File: config.mk
export PLATFORM = sky130hd
export DESIGN_NAME = mux4_scan_ctrl
export DESIGN_NICKNAME = d
export VERILOG_FILES = /design/src/rtl/mux4_scan_ctrl.sv
export SDC_FILE = /design/constraint.sdc
export NUM_CORES = 1
export LEC_CHECK = 0
export CAP_MARGIN = 20
export CORE_MARGIN = 2
export CORE_UTILIZATION = 54
export CTS_BUF_LIST = sky130_fd_sc_hd__clkbuf_8
export DETAILED_ROUTE_END_ITERATION = 16
export HOLD_SLACK_MARGIN = 0.1
export PLACE_DENSITY = 0.81
export SETUP_SLACK_MARGIN = 0.15
export SLEW_MARGIN = 20
export SYNTH_ARGS = -nofsm -noshare
export SYNTH_HDL_FRONTEND = slang
export SYNTH_SLANG_ARGS = --single-unit
File: constraint.sdc
create_clock -name clk_in -period 2.15 [get_ports clk_in]
set_clock_uncertainty 0.1 [all_clocks]
set_input_delay 0.43 -clock clk_in [delete_from_list [all_inputs] [get_ports clk_in]]
set_output_delay 0.43 -clock clk_in [all_outputs]
set_load 0.1 [all_outputs]
File: src/rtl/mux4_scan_ctrl.sv
// Sequencer for an external 4:1 mux: steps the select, waits for the mux output
// to settle, samples y_in per channel and publishes the captured 4-bit word.
module mux4_scan_ctrl #(
    parameter int unsigned SETTLE_CYCLES = 2
) (
    input  logic       clk_in,
    input  logic       rst_in,
    input  logic       start_in,
    input  logic       mode_in,
    input  logic [1:0] chan_in,
    input  logic       y_in,
    output logic [1:0] sel_out,
    output logic [3:0] data_out,
    output logic       valid_out,
    output logic       busy_out,
    output logic       overrun_out
);

    localparam logic [3:0] SETTLE_LOAD = 4'(SETTLE_CYCLES);

    typedef enum logic [1:0] {
        IDLE,
        SETTLE,
        SAMPLE,
        DONE
    } state_t;

    state_t     state, state_nxt;
    logic [3:0] cnt, cnt_nxt;
    logic [1:0] sel_nxt;
    logic [3:0] shadow, shadow_nxt;
    logic [3:0] data_nxt;
    logic       mode_q, mode_nxt;
    logic       valid_nxt;
    logic       overrun_nxt;

    always_ff @(posedge clk_in) begin
        if (rst_in) begin
            state       <= IDLE;
            cnt         <= 4'd0;
            sel_out     <= 2'd0;
            shadow      <= 4'd0;
            data_out    <= 4'd0;
            mode_q      <= 1'b0;
            valid_out   <= 1'b0;
            overrun_out <= 1'b0;
        end else begin
            state       <= state_nxt;
            cnt         <= cnt_nxt;
            sel_out     <= sel_nxt;
            shadow      <= shadow_nxt;
            data_out    <= data_nxt;
            mode_q      <= mode_nxt;
            valid_out   <= valid_nxt;
            overrun_out <= overrun_nxt;
        end
    end

    always_comb begin
        state_nxt   = state;
        cnt_nxt     = cnt;
        sel_nxt     = sel_out;
        shadow_nxt  = shadow;
        data_nxt    = data_out;
        mode_nxt    = mode_q;
        valid_nxt   = 1'b0;
        overrun_nxt = overrun_out;

        // A start request while a conversion is in flight is only recorded.
        if (start_in && (state != IDLE)) begin
            overrun_nxt = 1'b1;
        end

        case (state)
            IDLE: begin
                if (start_in) begin
                    mode_nxt    = mode_in;
                    sel_nxt     = mode_in ? chan_in : 2'd0;
                    cnt_nxt     = SETTLE_LOAD;
                    // Seeding from data_out lets single mode touch one bit only.
                    shadow_nxt  = data_out;
                    overrun_nxt = 1'b0;
                    state_nxt   = SETTLE;
                end
            end
            SETTLE: begin
                cnt_nxt = cnt - 4'd1;
                if (cnt <= 4'd1) begin
                    state_nxt = SAMPLE;
                end
            end
            SAMPLE: begin
                shadow_nxt[sel_out] = y_in;
                if (!mode_q && (sel_out != 2'd3)) begin
                    sel_nxt   = sel_out + 2'd1;
                    cnt_nxt   = SETTLE_LOAD;
                    state_nxt = SETTLE;
                end else begin
                    data_nxt  = shadow_nxt;
                    valid_nxt = 1'b1;
                    state_nxt = DONE;
                end
            end
            DONE: begin
                state_nxt = IDLE;
            end
            default: begin
                state_nxt = IDLE;
            end
        endcase
    end

    assign busy_out = (state != IDLE);

endmodule

==> flow_summary.ini <==
[critical_path]
cp.required_ns = 2.20
crit_type = flip-flop to flip-flop
crit_chain = ha_1, nor4b_1, o22ai_1, a221oi_1
max_stage_delay_ns = 0.54
start_kind = flip-flop
end_kind = flip-flop
cp.arrival_ns = 1.88
critPathSlowestCell = nor4b_1
crit_fanout = 5

[logic_synthesis]
ys_ff_latch = 19
synthTopCellsByArea = dfxtp_1, ha_1, a21oi_1
synth_top_area_frac = 0.401
syn_avg_cell_area_um2 = 8.88
yosys_warnings = 0
synth.yosys.seq_area_share = 0.401
synth_top_area_cell = dfxtp_1
synthFlopType = dfxtp_1
synth_cells = 107
synth_edf_count = 0
synth_fp_nets = 120
ys_types = 33
async_flop_share = 0
synth_area_um2 = 950

[flow_run]
cap_viol_max_count = 0

[global_routing]
grt_pass1_vias = 686
grt_pass1_wl_mm = 3.04
antenna_found_initial = 0
grt_usage = 0.203
gr-total-overflow = 0
grt_max_degree = 14

[final_layout]
n_antenna_cell = 0
mostFrequentLayoutCell = dfxtp_1
ff_latch_area_um2 = 383
final_cell_mix = dfxtp_1, a21oi_1, nor3_1
nFillCells = 144
drive_above_1_share = 0.195
nNetsFinal = 137
area.growth.synth_to_final_pct = 20.7
final_cell_area_um2 = 1150
multi_input_area_um2 = 519

[cts]
htree_levels = 1
numCtsBuffers = 3
post_cts_buffers = 0
path_clk_slew_ns = 0.07
cts_root_buf = clkbuf_8
clock-sinks = 19
hold_buffers = 0
cts_tree = yes
insertion_delay_ns = 0.25
clockBufferDepth = 2
cts_resized = 0

[route]
first_pass_iters = 4
first_iter_violations = 16
wire_per_inst_um = 13.7
viasPerCell = 5.92
dr_total_vias = 829
drt_wl_total_mm = 1.92
drt.antenna.violating_nets = 0
drc = 0

[floorplan]
start_util = 0.562
fp.dieArea_um2 = 2110
die_y_um = 45.9
rows = 15
die_x_um = 45.9
core_um2 = 1690
io_pins = 16

[sta]
maxSlewViolCount = 0
fin_ws_ns = 0.321
worst_pin_slew_ns = 0.597
rsz0062_at_grt = no
setup_viol = 0
fin_setup_tns_ns = 0
layout_min_cycle_time_ns = 1.83
final-hold-violation-count = 0
max_slew_margin = 0.597
min_period_over_period = 0.851
fmax_mhz = 547

[pwr]
pwr-share-comb = 0.307
power_w = 0.000939
power.switching_w = 0.000328
netSwitchingFraction = 0.349
cellPowerDensity_nw_per_um2 = 819
pwr-share-seq = 0.436
ir_worst_vdd_mv = 0.554
clockPowerShare = 0.257
internal_power_w = 0.000612
p_leak_nw = 0.473

[hold_path]
hold_class = flip-flop to flip-flop

[place]
globalplace.congestion = 0.826
pre_cts_ws_ns = 0.225
hpwlAfterDp_mm = 1.43
io_buffers = 15
dpl_cell_area_um2 = 1100

[run_status]
outcome = finished clean
-- per-layer routing --
| metal | up-vias | part of all wire | track usage |
|---|---|---|---|
| met4 | 0 | 0.018 | 0.0971 |
| met1 | 379 | 0.46 | 0.269 |
| met2 | 28 | 0.46 | 0.306 |
| met5 | - | 0 | 0 |
| li1 | 416 | - | - |
| met3 | 6 | 0.058 | 0.0516 |
-- synth_stat cells, types with 2 or more instances --
cell       n
dfxtp_1   19
a22oi_1    4
o31ai_1    3
nor3_1    12
mux2_2     4
or2_2      3
or3_1      2
or4_1      2
a21oi_1   13
clkbuf_1   3
nand2_1    5
ha_1       6
nor2_1     6
inv_1      6
-- registers in the layout (all words and copies together), names as in the netlist, named ones only --
signal / flops
valid_out: 1
shadow: 4
state: 2
sel_out: 2
mode_q: 1
data_out: 4
cnt: 4
-- worst paths after layout --
check | from | endpoint | slack [ns] | depth (start not counted)
min reg2reg | shadow[0] | shadow[0] | 0.36 | 2
max | sel_out[0] | sel_out[0] | 0.32 | 4
min | shadow[0] | shadow[0] | 0.36 | 2
max reg2reg | sel_out[0] | sel_out[0] | 0.32 | 4
-- logic make-up after synthesis --
| kind of cell | after synthesis | share of synthesized area |
|---|---|---|
| AO/OA/AOI/OAI | 28 | 0.190 |
| AND/OR/NAND/NOR | 38 | 0.220 |
| buffers and inverters | 11 | 0.0527 |
| adder cells (fa/ha/maj) | 6 | 0.0790 |
| flip-flops | 19 | 0.401 |
| multiplexers | 5 | 0.0580 |
-- through the flow --
| stage | util | hold slack (ns) | cells |
|---|---|---|---|
| 2_1_floorplan | - | 0.334 | 107 |
| 3_3_place_gp | 0.652 | 0.340 | 136 |
| 3_5_place_dp | 0.652 | 0.348 | 136 |
| 4_1_cts | 0.679 | 0.358 | 140 |
| 5_1_grt | 0.679 | 0.377 | 140 |
| 6_report | 0.679 | 0.356 | 140 |
-- power groups by stage --
stage          Sequential, W  Clock, W  Combinational [W]
2_1_floorplan       0.000463         0           0.000168
3_3_place_gp        0.000415         0           0.000280
3_5_place_dp        0.000417         0           0.000287
4_1_cts             0.000409  0.000242           0.000289
5_1_grt             0.000414  0.000262           0.000309
6_report            0.000410  0.000241           0.000288
-- critical path, delay by kind of cell, from the launching register on --
kind	cells	cell delay, ns
flops	1	0.34
fa+ha+maj	1	0.26
compound gates	2	0.49
simple gates	1	0.54
-- area by class of cell --
cell class	count	area share
Clock buffer	3	0.0360
Clock inverter	1	0.00328
Inverter	6	0.0197
Multi-Input combinational cell	77	0.453
Sequential cell	19	0.334
Tap cell	17	0.0186
Timing Repair Buffer	17	0.135
Power figures use the tool's default switching activity.
